**config.mk**
```make
export PLATFORM = sky130hd
export DESIGN_NAME = jpeg_byte_stuffer
export DESIGN_NICKNAME = d
export VERILOG_FILES = /design/src/rtl/jpeg_byte_stuffer.sv
export SDC_FILE = /design/constraint.sdc
export NUM_CORES = 1
export LEC_CHECK = 0
export ABC_AREA = 1
export CORE_MARGIN = 2
export CORE_UTILIZATION = 45
export DETAILED_ROUTE_END_ITERATION = 10
export DONT_BUFFER_PORTS = 1
export PLACE_DENSITY = 0.61
export SYNTH_ARGS = -nofsm -noshare
export SYNTH_HDL_FRONTEND = slang
export SYNTH_SLANG_ARGS = --single-unit
```
**constraint.sdc**
```tcl
create_clock -name clk -period 3.27 [get_ports clk]
set_clock_uncertainty 0.05 [all_clocks]
set_input_delay 0.327 -clock clk [delete_from_list [all_inputs] [get_ports clk]]
set_output_delay 0.327 -clock clk [all_outputs]
set_load 0.005 [all_outputs]
```
**src/rtl/jpeg_byte_stuffer.sv**
```systemverilog
// jpeg_byte_stuffer
// Drains 32-bit words from the entropy-coder output FIFO, emits them MSB-first
// as a valid/ready byte stream and inserts a 0x00 after every 0xFF data byte.
// Also keeps a saturating count of stuffing bytes and a sticky flag for read
// data that arrives when no read is outstanding.

module jpeg_byte_stuffer #(
    parameter int STUFF_CNT_W = 16
) (
    input  logic                   clk,
    input  logic                   rst_n,
    input  logic                   fifo_empty,
    input  logic [31:0]            fifo_read_data,
    input  logic                   fifo_rdata_valid,
    output logic                   fifo_read_req,
    output logic [7:0]             byte_data,
    output logic                   byte_valid,
    input  logic                   byte_ready,
    output logic [STUFF_CNT_W-1:0] stuff_cnt,
    output logic                   proto_err
);

    typedef enum logic [1:0] {
        ST_IDLE  = 2'd0,
        ST_WAIT  = 2'd1,
        ST_SEND  = 2'd2,
        ST_STUFF = 2'd3
    } state_t;

    localparam logic [STUFF_CNT_W-1:0] CNT_ONE = {{(STUFF_CNT_W-1){1'b0}}, 1'b1};
    localparam logic [STUFF_CNT_W-1:0] CNT_MAX = {STUFF_CNT_W{1'b1}};

    state_t                 state_r;
    state_t                 next_state_s;
    logic [1:0]             idx_r;
    logic [1:0]             idx_next_s;
    logic [31:0]            word_r;
    logic [31:0]            word_next_s;
    logic                   byte_valid_r;
    logic                   byte_valid_next_s;
    logic [7:0]             byte_data_r;
    logic [7:0]             byte_data_next_s;
    logic [STUFF_CNT_W-1:0] stuff_cnt_r;
    logic                   proto_err_r;
    logic [7:0]             cur_byte_s;
    logic                   accept_s;
    logic                   read_req_s;
    logic                   stuff_inc_s;
    logic                   perr_set_s;

    // Byte currently addressed in the held word, and downstream acceptance.
    assign cur_byte_s = word_r[{idx_r, 3'b000} +: 8];
    assign accept_s   = byte_valid_r && byte_ready;

    // Only IDLE may request; gating with rst_n keeps the request low in reset.
    assign read_req_s    = rst_n && (state_r == ST_IDLE) && !fifo_empty;
    assign fifo_read_req = read_req_s;

    assign byte_valid = byte_valid_r;
    assign byte_data  = byte_data_r;
    assign stuff_cnt  = stuff_cnt_r;
    assign proto_err  = proto_err_r;

    // State, byte index and held word registers.
    always_ff @(posedge clk or negedge rst_n) begin
        if (!rst_n) begin
            state_r <= ST_IDLE;
            idx_r   <= 2'd0;
            word_r  <= 32'd0;
        end else begin
            state_r <= next_state_s;
            idx_r   <= idx_next_s;
            word_r  <= word_next_s;
        end
    end

    // Next-state logic: read, serialize MSB-first, detour through STUFF after 0xFF.
    always_comb begin
        next_state_s = state_r;
        idx_next_s   = idx_r;
        word_next_s  = word_r;
        case (state_r)
            ST_IDLE: begin
                if (read_req_s) begin
                    next_state_s = ST_WAIT;
                end else begin
                    next_state_s = ST_IDLE;
                end
            end
            ST_WAIT: begin
                if (fifo_rdata_valid) begin
                    word_next_s  = fifo_read_data;
                    idx_next_s   = 2'd3;
                    next_state_s = ST_SEND;
                end else begin
                    next_state_s = ST_WAIT;
                end
            end
            ST_SEND: begin
                if (!accept_s) begin
                    next_state_s = ST_SEND;
                end else if (cur_byte_s == 8'hFF) begin
                    next_state_s = ST_STUFF;
                end else if (idx_r == 2'd0) begin
                    next_state_s = ST_IDLE;
                end else begin
                    idx_next_s   = idx_r - 2'd1;
                    next_state_s = ST_SEND;
                end
            end
            ST_STUFF: begin
                if (!accept_s) begin
                    next_state_s = ST_STUFF;
                end else if (idx_r == 2'd0) begin
                    next_state_s = ST_IDLE;
                end else begin
                    idx_next_s   = idx_r - 2'd1;
                    next_state_s = ST_SEND;
                end
            end
            default: begin
                next_state_s = ST_IDLE;
                idx_next_s   = 2'd0;
            end
        endcase
    end

    // Output decode: byte stream values for the next cycle plus event strobes.
    always_comb begin
        byte_valid_next_s = 1'b0;
        byte_data_next_s  = 8'h00;
        case (next_state_s)
            ST_SEND: begin
                byte_valid_next_s = 1'b1;
                byte_data_next_s  = word_next_s[{idx_next_s, 3'b000} +: 8];
            end
            ST_STUFF: begin
                byte_valid_next_s = 1'b1;
                byte_data_next_s  = 8'h00;
            end
            default: begin
                byte_valid_next_s = 1'b0;
                byte_data_next_s  = 8'h00;
            end
        endcase
        stuff_inc_s = (state_r == ST_STUFF) && accept_s;
        perr_set_s  = fifo_rdata_valid && (state_r != ST_WAIT);
    end

    // Registered byte stream outputs; independent of byte_ready in the same cycle.
    always_ff @(posedge clk or negedge rst_n) begin
        if (!rst_n) begin
            byte_valid_r <= 1'b0;
            byte_data_r  <= 8'h00;
        end else begin
            byte_valid_r <= byte_valid_next_s;
            byte_data_r  <= byte_data_next_s;
        end
    end

    // Saturating stuffing-byte counter.
    always_ff @(posedge clk or negedge rst_n) begin
        if (!rst_n) begin
            stuff_cnt_r <= {STUFF_CNT_W{1'b0}};
        end else if (stuff_inc_s && (stuff_cnt_r != CNT_MAX)) begin
            stuff_cnt_r <= stuff_cnt_r + CNT_ONE;
        end else begin
            stuff_cnt_r <= stuff_cnt_r;
        end
    end

    // Sticky flag for read data that arrives with no read outstanding.
    always_ff @(posedge clk or negedge rst_n) begin
        if (!rst_n) begin
            proto_err_r <= 1'b0;
        end else if (perr_set_s) begin
            proto_err_r <= 1'b1;
        end else begin
            proto_err_r <= proto_err_r;
        end
    end

endmodule
```
* Yosys cells after proc, flatten, opt, wreduce, memory -nomap -nowiden
Index checks and enable logic that the tools add are counted.
** Cells by class
- Add/sub/neg operators :: 2
- Multipliers :: 0
- Divide/modulo/power cells :: 0
- $lt $le $gt $ge :: 0
- Equality and inequality tests :: 8
- Shift-type cells :: 2
- Multiplexer cells :: 17
- Bitwise operators :: 0
- Reduce and logical (&&, ||, !) cells :: 10
** Operator list (number)
- 32-bit 2-to-1 mux :: 2
- 32-bit by 6-bit variable part select with 8-bit output :: 2
- 2-bit 2-to-1 mux :: 10
- 16-bit by 1-bit adder with 16-bit output (second input constant) :: 1
- 16-bit != test (second input constant) :: 1
- 2-bit == test (second input constant) :: 4
- 8-bit == test (second input constant) :: 1
- 8-bit 2-to-1 mux :: 1
- 2-bit one-hot mux with 4 select lines :: 1
- 1-bit logical AND :: 6
- 2-bit one-hot mux with 3 select lines :: 1
- 2-bit logical NOT :: 2
- 2-bit by 1-bit == test with 1-bit output (second input constant) :: 1
- 1-bit 2-to-1 mux :: 2
- 2-bit by 1-bit != test with 1-bit output (second input constant) :: 1
- 2-bit OR reduction :: 1
- 2-bit by 1-bit subtractor with 2-bit output (second input constant) :: 1
- 1-bit logical NOT :: 1
** Word-level totals
- Register bits :: 62
- Latch bits :: 0
- RAM bits :: 0
- ROM bits :: 0
- Input port bits :: 37
- Output and inout port bits :: 27
- Logic and storage cells :: 46
- Memories :: 0

* Longest topological paths before layout
Gate-level depths: netlist (run 1).
- Depth after elaboration :: 8
- Gate-level depth with buffers :: 17
- Depth with buffers taken out :: 16

* Worst setup path before layout (run 1)
Ideal clock, no wire load.
- Kind :: register -> register
- Start :: register stuff_cnt_r[0], in the netlist stuff_cnt[0]
- End :: register stuff_cnt_r[14], in the netlist stuff_cnt[14]
- Library setup time :: 0.124 ns
- Arrival :: 1.758 ns
- Required time :: 3.096 ns
- Slack :: 1.339 ns
- Stages on the path, launching flop included :: 11
- Path buffers :: 0
- Clock period less this slack :: 1.931 ns
- Cell sequence :: dfrtp_1 ha_1 nand3_1 nor3_1 nand4_1 nand2_1 nor3_1 nand2_1 nor2_1 nand4_1 xor2_1
** On the way
- Longest elaborated chain between the ends :: 2
- Elaborated cells between the ends (all ways) :: 3
- Those cells by class :: add/sub: 1; eq/ne: 1; reduce/logical: 1
** Ends and longest elaborated chain
- start, declared :: RTL line 43 : logic [STUFF_CNT_W-1:0] stuff_cnt_r;
- start signal, assigned :: RTL line 164 : stuff_cnt_r <= {STUFF_CNT_W{1'b0}};
- start signal, assigned :: RTL line 166 : stuff_cnt_r <= stuff_cnt_r + CNT_ONE;
- start signal, assigned :: RTL line 168 : stuff_cnt_r <= stuff_cnt_r;
- parallel branches: the longest is 2 deep, another holds 16-bit by 1-bit adder with 16-bit output
Several ways; the timed one is not identified.
A chain may end at the register's enable or synchronous reset.

* Final worst setup path (run 1)
- Start :: register idx_r[0]
- End :: register byte_data_r[7], in the netlist byte_data[7]
** On the way
- Longest elaborated chain between the ends :: 7
- Elaborated cells between the ends (all ways) :: 18
- Those cells by class :: add/sub: 1; eq/ne: 2; shift: 2; mux: 12; reduce/logical: 1
** Ends and longest elaborated chain
- start, declared :: RTL line 35 : logic [1:0] idx_r;
- start signal, assigned :: RTL line 72 : idx_r <= idx_next_s;
- 32-bit by 6-bit variable part select with 8-bit output, or another cell as far along :: RTL line 52 : assign cur_byte_s = word_r[{idx_r, 3'b000} +: 8];
- 8-bit == test or 2-bit 2-to-1 mux (tied branches) :: RTL line 102, 104, 114
- 2-bit 2-to-1 mux :: RTL line 102 : end else if (cur_byte_s == 8'hFF) begin
- 2-bit 2-to-1 mux :: RTL line 100 : if (!accept_s) begin
- 2-bit one-hot mux with 3 select lines (*) :: RTL line 82 : case (state_r)
- net idx_next_s[1] :: RTL line 36 : logic [1:0] idx_next_s;
- 32-bit by 6-bit variable part select with 8-bit output (*) :: RTL line 135 : byte_data_next_s = word_next_s[{idx_next_s, 3'b000} +: 8];
- 8-bit 2-to-1 mux (*) :: RTL line 132 : case (next_state_s)
- net byte_data_next_s[7] :: RTL line 42 : logic [7:0] byte_data_next_s;
- end signal, assigned :: RTL line 157 : byte_data_r <= byte_data_next_s;
- end, declared :: RTL line 41 : logic [7:0] byte_data_r;
The timed path passes the listed nets; every way through them passes the cells marked *.

==> results.py, run 1 <==
metrics = {
    "pwr": {
        "intPower_mw": 1.89,
        "swShare_pct": 45.5,
        "pwr-share-clk_pct": 17.4,
        "power.density_nw_per_um2": 987,
        "seqPwrFrac_pct": 35.0,
        "switchingPower_mw": 1.58,
        "p_total_mw": 3.48,
        "vdd_drop_max_mv": 0.468,
        "p_leak_nw": 1.89,
        "pwr-share-comb_pct": 47.6,
    },
    "route": {
        "num_vias": 2630,
        "wire_per_inst_um": 13.8,
        "post_drt_via_cell_ratio": 4.85,
        "ant_nets": 0,
        "routed_wl_mm": 7.48,
        "drtPass1Iterations": 4,
        "drtIter0Drc": 110,
        "drc": 0,
    },
    "global_routing": {
        "grt_pass1_wl_mm": 12.6,
        "grt_overflow_total": 0,
        "grt_pass1_vias": 2608,
        "antenna_found_initial": 0,
        "grt_max_degree": 62,
        "grt_usage_pct": 21.5,
    },
    "placed_design": {
        "port_buffers": 0,
        "place_ws_ns": 0.679,
        "dpl.hpwl_mm": 5.37,
        "routabilityCongestion": 0.850,
    },
    "min_path": {
        "hold_depth": 2,
        "worstHoldStart": "fifo_rdata_valid",
        "hold_path_class": "input port to register",
        "holdPathEnd": "proto_err$_DFFE_PN0P_",
    },
    "clocking": {
        "clk_latency_ns": 0.34,
        "numCtsBuffers": 9,
        "clock-sinks": 61,
        "clockRootBuffer": "clkbuf_8",
        "clk_path_buf_depth": 2,
        "post_cts_buffers": 0,
        "cts_tree": "yes",
        "htreeDepth": 3,
        "cts.clk_slew.worst_paths_ns": 0.06,
    },
    "floorplanning": {
        "io_pins": 64,
        "start_util_pct": 47.0,
        "die_w_um": 88.7,
        "die_area_um2": 7870,
        "coreArea_um2": 6870,
        "fp-row-count": 30,
        "die_y_um": 88.7,
    },
    "timing": {
        "fin_crit_ns": 2.61,
        "slew-limit-headroom_pct": 67.3,
        "fmax_mhz": 383,
        "setup_viol": 0,
        "tightestPinTransition_ns": 0.491,
        "whs_ns": 0.0831,
        "final_max_slew_viol_count": 0,
        "rsz0062_at_grt": "no",
        "setup_ws_ns": 0.660,
        "finalHoldViolCount": 0,
        "fin_tns_setup_ns": 0,
        "fin_crit_sh_pct": 79.8,
    },
    "status": {
        "status": "complete, no violations",
    },
    "worst_setup_path": {
        "r2r-end": "byte_data[7]$_DFF_PN0_",
        "rrSetupSlack_ns": 0.66,
        "worstSetupPathType": "register to register",
        "r2r-start": "idx_r[0]$_DFF_PN0_",
        "r2r.worst_path.cells": 13,
        "cp.required_ns": 3.42,
        "worstPathMaxFanout": 17,
        "start_kind": "register",
        "cp-end-kind": "register",
        "arrival_ns": 2.76,
    },
    "logic_synthesis": {
        "synth_cells": 440,
        "yosys_warnings": 0,
        "synth.net_count": 478,
        "netlist_area_um2": 3230,
        "syn_avg_cell_area_um2": 7.34,
        "ys_ff_latch": 61,
        "seq_area_frac_synth_pct": 47.3,
        "ys_types": 27,
    },
    "finish": {
        "antenna_cells": 0,
        "syn_to_final_growth_pct": 9.03,
        "fin_nets": 480,
        "layout_commonest_cell": "nand2_1",
        "drive_above_1_share_pct": 5.38,
        "fillers": 688,
        "multiInputGateArea_um2": 1310,
        "regArea_um2": 1530,
        "final_cell_mix": "nand2_1, inv_1, dfrtp_1",
    },
    "job": {
        "cap_violations": 0,
    },
}
==> per-stage QoR <==
stage / cell area, µm² / utilization (%) / instances
5_1_grt: 3520 / 51.3 / 542
3_3_place_gp: 3310 / 48.1 / 525
3_5_place_dp: 3310 / 48.1 / 525
2_1_floorplan: 3230 / - / 440
6_report: 3520 / 51.3 / 542
4_1_cts: 3520 / 51.3 / 542
==> power by group through the flow <==
stage | sequential [mW] | clock (mW) | combinational [mW]
floorplan | 1.15 | 0 | 1.35
global placement | 1.22 | 0 | 1.61
detailed placement | 1.23 | 0 | 1.63
CTS | 1.22 | 0.623 | 1.66
global route | 1.25 | 0.665 | 1.94
finish | 1.22 | 0.606 | 1.65
==> sequential cells by signal, summed over array words and instances (netlist names) <==
| signal | cells |
|---|---|
| proto_err | 1 |
| idx_r | 2 |
| byte_data | 8 |
| byte_valid | 1 |
| word_r | 32 |
| stuff_cnt | 16 |
| state_r | 1 |
==> metal layers <==
| layer | share of wire, % | wire length (µm) | GRT usage [%] | vias up |
|---|---|---|---|---|
| met5 | 0 | 0 | 0 | - |
| met4 | 2.3 | 175 | 9.37 | 0 |
| met3 | 5.3 | 394 | 7.00 | 13 |
| met2 | 45 | 3350 | 31.6 | 56 |
| met1 | 48 | 3560 | 29.1 | 1198 |
| li1 | - | - | - | 1363 |
==> what timing repair did <==
action	CTS	global route
hold endpoints to repair	61	0
resized for setup	0	0
hold buffers	2	0
==> worst max path at each step <==
stage                                endpoint  slack (ns)                      from  depth (start not counted)
global placement       byte_data[7]$_DFF_PN0_        0.70        idx_r[0]$_DFF_PN0_                         13
CTS                    byte_data[7]$_DFF_PN0_        0.67        idx_r[0]$_DFF_PN0_                         13
floorplan           stuff_cnt[14]$_DFFE_PN0P_        1.34  stuff_cnt[0]$_DFFE_PN0P_                         10
finish                 byte_data[7]$_DFF_PN0_        0.66        idx_r[0]$_DFF_PN0_                         13
global route           byte_data[7]$_DFF_PN0_        0.37        idx_r[0]$_DFF_PN0_                         14
detailed placement     byte_data[7]$_DFF_PN0_        0.68        idx_r[0]$_DFF_PN0_                         13
==> Yosys cell counts <==
cell type  count  area [µm²]
a21oi_1       11        55.1
buf_1          1        3.75
buf_2          3        15.0
buf_4          1        7.51
buf_6          2        22.5
clkbuf_1       8        30.0
clkinv_1       1        3.75
dfrtp_1       61        1530
ha_1           1        12.5
inv_1         82         308
inv_2          1        3.75
nand2_1      135         507
nand2_4        2        22.5
nand2b_1       1        6.26
nand3_1       47         235
nand3_2        1        10.0
nand3b_1       2        15.0
nand4_1        4        25.0
nor2_1        18        67.6
nor3_1         5        25.0
nor3b_1        1        7.51
o211ai_1       1        7.51
o21ai_0       35         175
o21ai_2        1        8.76
o31ai_1        2        15.0
xnor2_1        6        52.6
xor2_1         7        61.3
==> kinds of logic (layout without fill, tap and decap cells) <==
| group | after synthesis | in the layout | share of synthesized area (%) |
|---|---|---|---|
| xor gates and xnor gates | 13 | 13 | 3.53 |
| AOI/OAI and AO/OA | 50 | 50 | 8.10 |
| adders and majority gates | 1 | 1 | 0.387 |
| DFF | 61 | 61 | 47.3 |
| and+or+nand+nor | 216 | 216 | 28.5 |
| buffers and inverters | 99 | 105 | 12.2 |
==> critical path, stage by stage (launching register included) <==
cell and delay [ns]:
dfrtp_1 0.54, inv_2 0.33, nand2_1 0.09, nand2_1 0.10, nand2_1 0.07, nand2_1 0.10, nand4_1 0.08, nand3b_1 0.19
nand2_1 0.11, nand2_1 0.06, o21ai_2 0.21, inv_1 0.27, nand3_1 0.17, a21oi_1 0.09
==> cell type report <==
| type | instances | area share, % |
|---|---|---|
| multi-input combinational | 280 | 37.3 |
| timing repair buffer | 6 | 1.92 |
| tap | 96 | 3.41 |
| clock inverter | 1 | 0.142 |
| sequential | 61 | 43.4 |
| clock buffer | 14 | 4.90 |
| inverter | 84 | 8.96 |
(Power assumes the default switching activity.)
==> inputs of run 2 (changes only) <==
--- a/config.mk
+++ b/config.mk
@@ -10,7 +10,7 @@
 export CORE_UTILIZATION = 45
 export DETAILED_ROUTE_END_ITERATION = 10
 export DONT_BUFFER_PORTS = 1
-export PLACE_DENSITY = 0.61
+export PLACE_DENSITY = 0.63
 export SYNTH_ARGS = -nofsm -noshare
 export SYNTH_HDL_FRONTEND = slang
 export SYNTH_SLANG_ARGS = --single-unit
==> constraint.sdc (replaced) <==
create_clock -name clk -period 2.1 [get_ports clk]
set_clock_uncertainty 0.05 [all_clocks]
set_input_delay 0.21 -clock clk [delete_from_list [all_inputs] [get_ports clk]]
set_output_delay 0.21 -clock clk [all_outputs]
set_load 0.005 [all_outputs]
==> results.py, run 2 (synthesized netlist as in run 1, its figures left out) <==
metrics = {
    "worst_setup_path": {
        "path_common_cell": "nand2_1",
        "critPathTopFamily": "simple AND/OR/NAND/NOR gates",
        "worstPathMaxFanout": 8,
        "cp.required_ns": 2.32,
        "r2r-start": "idx_r[0]$_DFF_PN0_",
        "start_kind": "register",
        "cpPeakStageDelay_ns": 0.46,
        "cp-end-kind": "register",
        "worstSetupPathType": "register to register",
        "critPathBufInv": 2,
        "r2r-end": "byte_data[5]$_DFF_PN0_",
        "rrSetupSlack_ns": 0.05,
        "crit_slowest_cell": "dfrtp_2",
        "arrival_ns": 2.27,
        "crit_chain": "buf_8 > o21ai_4 > nand2_1 > nand2_1 > nand2_1 > nor2_1 > nand2_1 > nand2_1 > nand2_1 > nand3_2 > nand2_4 > buf_6 > nand3_1 > nand3_1 > a21oi_2",
        "r2r.worst_path.cells": 15,
    },
    "route": {
        "ant_nets": 0,
        "post_drt_via_cell_ratio": 5.01,
        "routed_wl_mm": 8.30,
        "num_vias": 2825,
        "drtPass1Iterations": 5,
        "drtIter0Drc": 180,
        "wire_per_inst_um": 14.7,
        "drc": 0,
    },
    "finish": {
        "fin_area_um2": 3890,
        "fillers": 661,
        "antenna_cells": 0,
        "fin_cells": 564,
        "fin_nets": 501,
        "top_register": "word_r",
        "syn_to_final_growth_pct": 20.3,
        "final_cell_mix": "nand2_1, inv_1, dfrtp_1",
        "drive_above_1_share_pct": 14.1,
        "largest_reg_flops": 32,
        "layout_commonest_cell": "nand2_1",
    },
    "floorplanning": {
        "die_y_um": 88.7,
        "die_w_um": 88.7,
        "die_area_um2": 7870,
        "start_util_pct": 47.0,
        "io_pins": 64,
        "fp-row-count": 30,
        "coreArea_um2": 6870,
    },
    "timing": {
        "fin_crit_ns": 2.05,
        "fmax_mhz": 488,
        "finalHoldViolCount": 0,
        "tightestPinTransition_ns": 0.419,
        "fin_crit_sh_pct": 97.7,
        "setup_viol": 0,
        "final_max_slew_viol_count": 0,
        "rsz0062_at_grt": "yes",
        "fin_tns_setup_ns": 0,
        "slew-limit-headroom_pct": 71.8,
    },
    "placed_design": {
        "port_buffers": 0,
        "dpl.cell_count": 538,
        "placed_cell_area_um2": 3430,
        "routabilityCongestion": 0.877,
        "dpl.hpwl_mm": 5.65,
    },
    "clocking": {
        "clk_path_buf_depth": 2,
        "numCtsBuffers": 9,
        "clock-sinks": 61,
        "clockRootBuffer": "clkbuf_8",
        "htreeDepth": 3,
        "cts_tree": "yes",
        "cts.clk_slew.worst_paths_ns": 0.06,
        "clk_latency_ns": 0.35,
    },
    "pwr": {
        "power.density_nw_per_um2": 1640,
        "p_leak_nw": 2.04,
        "vdd_drop_max_mv": 0.771,
        "p_total_mw": 6.36,
    },
    "global_routing": {
        "grt_pass1_vias": 2774,
        "grt_overflow_total": 0,
        "grt_max_degree": 66,
        "grt_usage_pct": 21.9,
        "grt_pass1_wl_mm": 12.9,
        "antenna_found_initial": 0,
    },
    "min_path": {
        "holdPathEnd": "word_r[13]$_DFF_PN0_",
        "hold_depth": 2,
        "worstHoldStart": "fifo_read_data[13]",
        "hold_path_class": "input port to register",
    },
    "job": {
        "cap_violations": 0,
    },
    "status": {
        "status": "complete, no violations",
    },
}
[run 2: changes by cell type in the layout (fill, tap and decap cells not counted), sizes merged]
cell / previous run / this run
clkinv: 2 / 4
nand2: 137 / 138
dlygate4sd3: 1 / 6
buf: 5 / 20
bufinv: 0 / 1
clkbuf: 14 / 12
[run 2: layout make-up]
type                       instances  area, µm²  area share, %
clock inverter                     4       45.0           1.16
sequential                        61       1530           39.3
timing repair buffer              26        287           7.37
tap                               96        120           3.09
clock buffer                      12        165           4.25
multi-input combinational        281       1420           36.6
inverter                          84        320           8.24
[run 2: stage by stage]
step / hold WS [ns] / utilization, % / setup WS (ns)
2_1_floorplan: -0.136 / - / 0.169
3_3_place_gp: -0.134 / 49.9 / -0.0270
3_5_place_dp: -0.134 / 49.9 / -0.0551
4_1_cts: 0.00144 / 54.2 / 0.0190
5_1_grt: 0.0155 / 56.6 / -0.0760
6_report: 0.00302 / 56.6 / 0.0493
[run 2: report_power, final]
part	switching [mW]	leakage (nW)	internal [mW]
combinational	2.14	1.23	1.26
sequential	0.249	0.701	1.60
clock	0.469	0.112	0.639
total	2.86	2.04	3.50
[run 2: timing repair]
action                     CTS  global route
gates cloned                 0             1
gates resized for setup      1            32
hold endpoints to repair    66             0
pin swaps                    0            17
hold buffers                 7             0
setup endpoints to repair    8            10
buffers inserted             0             2
[run 2: layer usage]
metal  global-route usage [%]  vias to the layer above  share of wire (%)
li1                         -                     1406                  -
met5                        0                        -                  0
met4                     10.9                        0                3.4
met2                     33.7                       79                 47
met1                     28.3                     1316                 44
met3                     6.44                       24                5.3
[run 2: worst max path at each step]
stage | start | to | slack, ns | cells past startpoint
after floorplan | stuff_cnt[0]$_DFFE_PN0P_ | stuff_cnt[14]$_DFFE_PN0P_ | 0.17 | 10
after detailed placement | idx_r[0]$_DFF_PN0_ | byte_data[2]$_DFF_PN0_ | -0.06 | 15
after global placement | idx_r[0]$_DFF_PN0_ | byte_data[2]$_DFF_PN0_ | -0.03 | 12
after CTS | stuff_cnt[1]$_DFFE_PN0P_ | stuff_cnt[14]$_DFFE_PN0P_ | 0.02 | 10
final | idx_r[0]$_DFF_PN0_ | byte_data[5]$_DFF_PN0_ | 0.05 | 15
after global routing | idx_r[0]$_DFF_PN0_ | byte_data[5]$_DFF_PN0_ | -0.08 | 15
==> inputs of run 3 (changes only) <==
--- a/config.mk
+++ b/config.mk
@@ -10,7 +10,7 @@
 export CORE_UTILIZATION = 45
 export DETAILED_ROUTE_END_ITERATION = 10
 export DONT_BUFFER_PORTS = 1
-export PLACE_DENSITY = 0.63
+export PLACE_DENSITY = 0.59
 export SYNTH_ARGS = -nofsm -noshare
 export SYNTH_HDL_FRONTEND = slang
 export SYNTH_SLANG_ARGS = --single-unit
==> results.py, run 3 (synthesized netlist as in run 1, its figures left out) <==
metrics = {
    "status": {
        "status": "complete, no violations",
    },
    "route": {
        "drtPass1Iterations": 4,
        "routed_wl_mm": 8.02,
        "wire_per_inst_um": 14.1,
        "drtIter0Drc": 132,
        "num_vias": 2783,
        "ant_nets": 0,
        "post_drt_via_cell_ratio": 4.90,
        "drc": 0,
    },
    "global_routing": {
        "grt_max_degree": 62,
        "antenna_found_initial": 0,
        "grt_usage_pct": 21.6,
        "met2_usage_pct": 32.8,
        "grt_pass1_vias": 2650,
        "grt.busiest_layer": "met2",
        "grt_use_met1_pct": 29.4,
        "grt_pass1_wl_mm": 12.7,
        "grt_overflow_total": 0,
        "grtUsageMet3_pct": 5.88,
    },
    "finish": {
        "antenna_cells": 0,
        "layout_commonest_cell": "nand2_1",
        "fin_area_um2": 3880,
        "top_register": "word_r",
        "drive_above_1_share_pct": 13.8,
        "final_cell_mix": "nand2_1, inv_1, dfrtp_1",
        "largest_reg_flops": 32,
        "syn_to_final_growth_pct": 20.3,
        "fin_nets": 506,
    },
    "timing": {
        "fin_crit_ns": 2.02,
        "fin_crit_sh_pct": 96.1,
        "rsz0062_at_grt": "yes",
        "setup_viol": 0,
        "finalHoldViolCount": 0,
        "tightestPinTransition_ns": 0.410,
        "slew-limit-headroom_pct": 72.4,
        "final_max_slew_viol_count": 0,
        "fmax_mhz": 496,
    },
    "pwr": {
        "p_total_mw": 6.19,
        "p_leak_nw": 2.05,
        "vdd_drop_max_mv": 0.697,
        "power.density_nw_per_um2": 1590,
    },
    "placed_design": {
        "placed_cell_area_um2": 3450,
        "dpl.hpwl_mm": 5.52,
        "port_buffers": 0,
        "routabilityCongestion": 0.863,
    },
    "floorplanning": {
        "die_y_um": 88.7,
        "io_pins": 64,
        "die_area_um2": 7870,
        "fp-row-count": 30,
        "die_w_um": 88.7,
        "start_util_pct": 47.0,
        "coreArea_um2": 6870,
    },
    "clocking": {
        "clockRootBuffer": "clkbuf_8",
        "numCtsBuffers": 9,
        "clk_path_buf_depth": 2,
        "htreeDepth": 3,
        "clock-sinks": 61,
        "cts.clk_slew.worst_paths_ns": 0.06,
        "cts_tree": "yes",
        "clk_latency_ns": 0.34,
    },
    "job": {
        "cap_violations": 0,
    },
    "worst_setup_path": {
        "arrival_ns": 2.24,
        "cp.required_ns": 2.32,
        "worstSetupPathType": "register to register",
        "start_kind": "register",
        "worstPathMaxFanout": 10,
        "cp-end-kind": "register",
    },
    "min_path": {
        "hold_path_class": "input port to register",
    },
}
[run 3: cell count changes in the layout (fill, tap and decap cells not counted), sizes merged]
cell         delta
buf             +4
bufinv          -1
clkbuf          +3
clkinv          -1
dlygate4sd3     +1
inv             -1
nand2           -1
[run 3: per-layer routing]
metal / vias to the layer above / share of wire [%]
li1: 1408 / -
met1: 1297 / 48
met2: 69 / 45
met3: 9 / 5.7
met4: 0 / 1.4
met5: - / 0
[run 3: path summary, 6_finish.rpt]
check,depth (start not counted),to,slack [ns],start
setup / recovery,12,byte_data[3]$_DFF_PN0_,0.08,idx_r[0]$_DFF_PN0_
hold / removal,2,word_r[29]$_DFF_PN0_,0.004,fifo_read_data[29]
setup reg to reg,12,byte_data[3]$_DFF_PN0_,0.08,idx_r[0]$_DFF_PN0_
hold reg to reg,2,proto_err$_DFFE_PN0P_,0.44,proto_err$_DFFE_PN0P_
max in group asynchronous,2,word_r[11]$_DFF_PN0_,1.39,rst_n
min in group asynchronous,2,stuff_cnt[10]$_DFFE_PN0P_,0.34,rst_n
[run 3: report_power, final]
group | internal (mW) | total (mW) | switching (mW)
Clock | 0.518 | 0.958 | 0.441
Combinational | 1.32 | 3.39 | 2.08
Sequential | 1.60 | 1.84 | 0.237
Total | 3.44 | 6.19 | 2.75
[run 3: what timing repair did]
item / in CTS / in global routing
cloned: 0 / 2
pin swaps: 0 / 3
resized for setup: 1 / 34
hold endpoints to repair: 67 / 0
setup endpoints to repair: 3 / 11
buffers inserted: 0 / 1
hold buffers: 8 / 0
[run 3: final cells by class]
type	instances	area [µm²]
Clock buffer	14	173
Clock inverter	1	5.00
Fill cell	670	2980
Inverter	84	320
Multi-Input combinational cell	280	1410
Sequential cell	61	1530
Tap cell	96	120
Timing Repair Buffer	32	334
[run 3: per-stage QoR]
step                      setup WS (ns)  TNS, ns  hold WS, ns  utilization, %  instances
final                            0.0823        0      0.00421            56.6        568
after global routing            -0.0766   -0.347       0.0105            56.6        568
after CTS                        0.0512        0      0.00279            54.2        565
after detailed placement         0.0143        0       -0.134            50.2        542
after global placement           0.0169        0       -0.134            50.2        542
after floorplan                   0.169        0       -0.136               -        440
[run 3: critical path: stages, from the launching register on]
cell	delay [ns]
dfrtp_2	0.46
clkbuf_16	0.18
o21ai_2	0.14
nand2_1	0.09
nand2_2	0.07
nand4_1	0.06
nand3b_1	0.21
nand2_1	0.13
nand2_2	0.07
o21ai_4	0.09
buf_6	0.15
nand3_1	0.10
a21oi_2	0.15
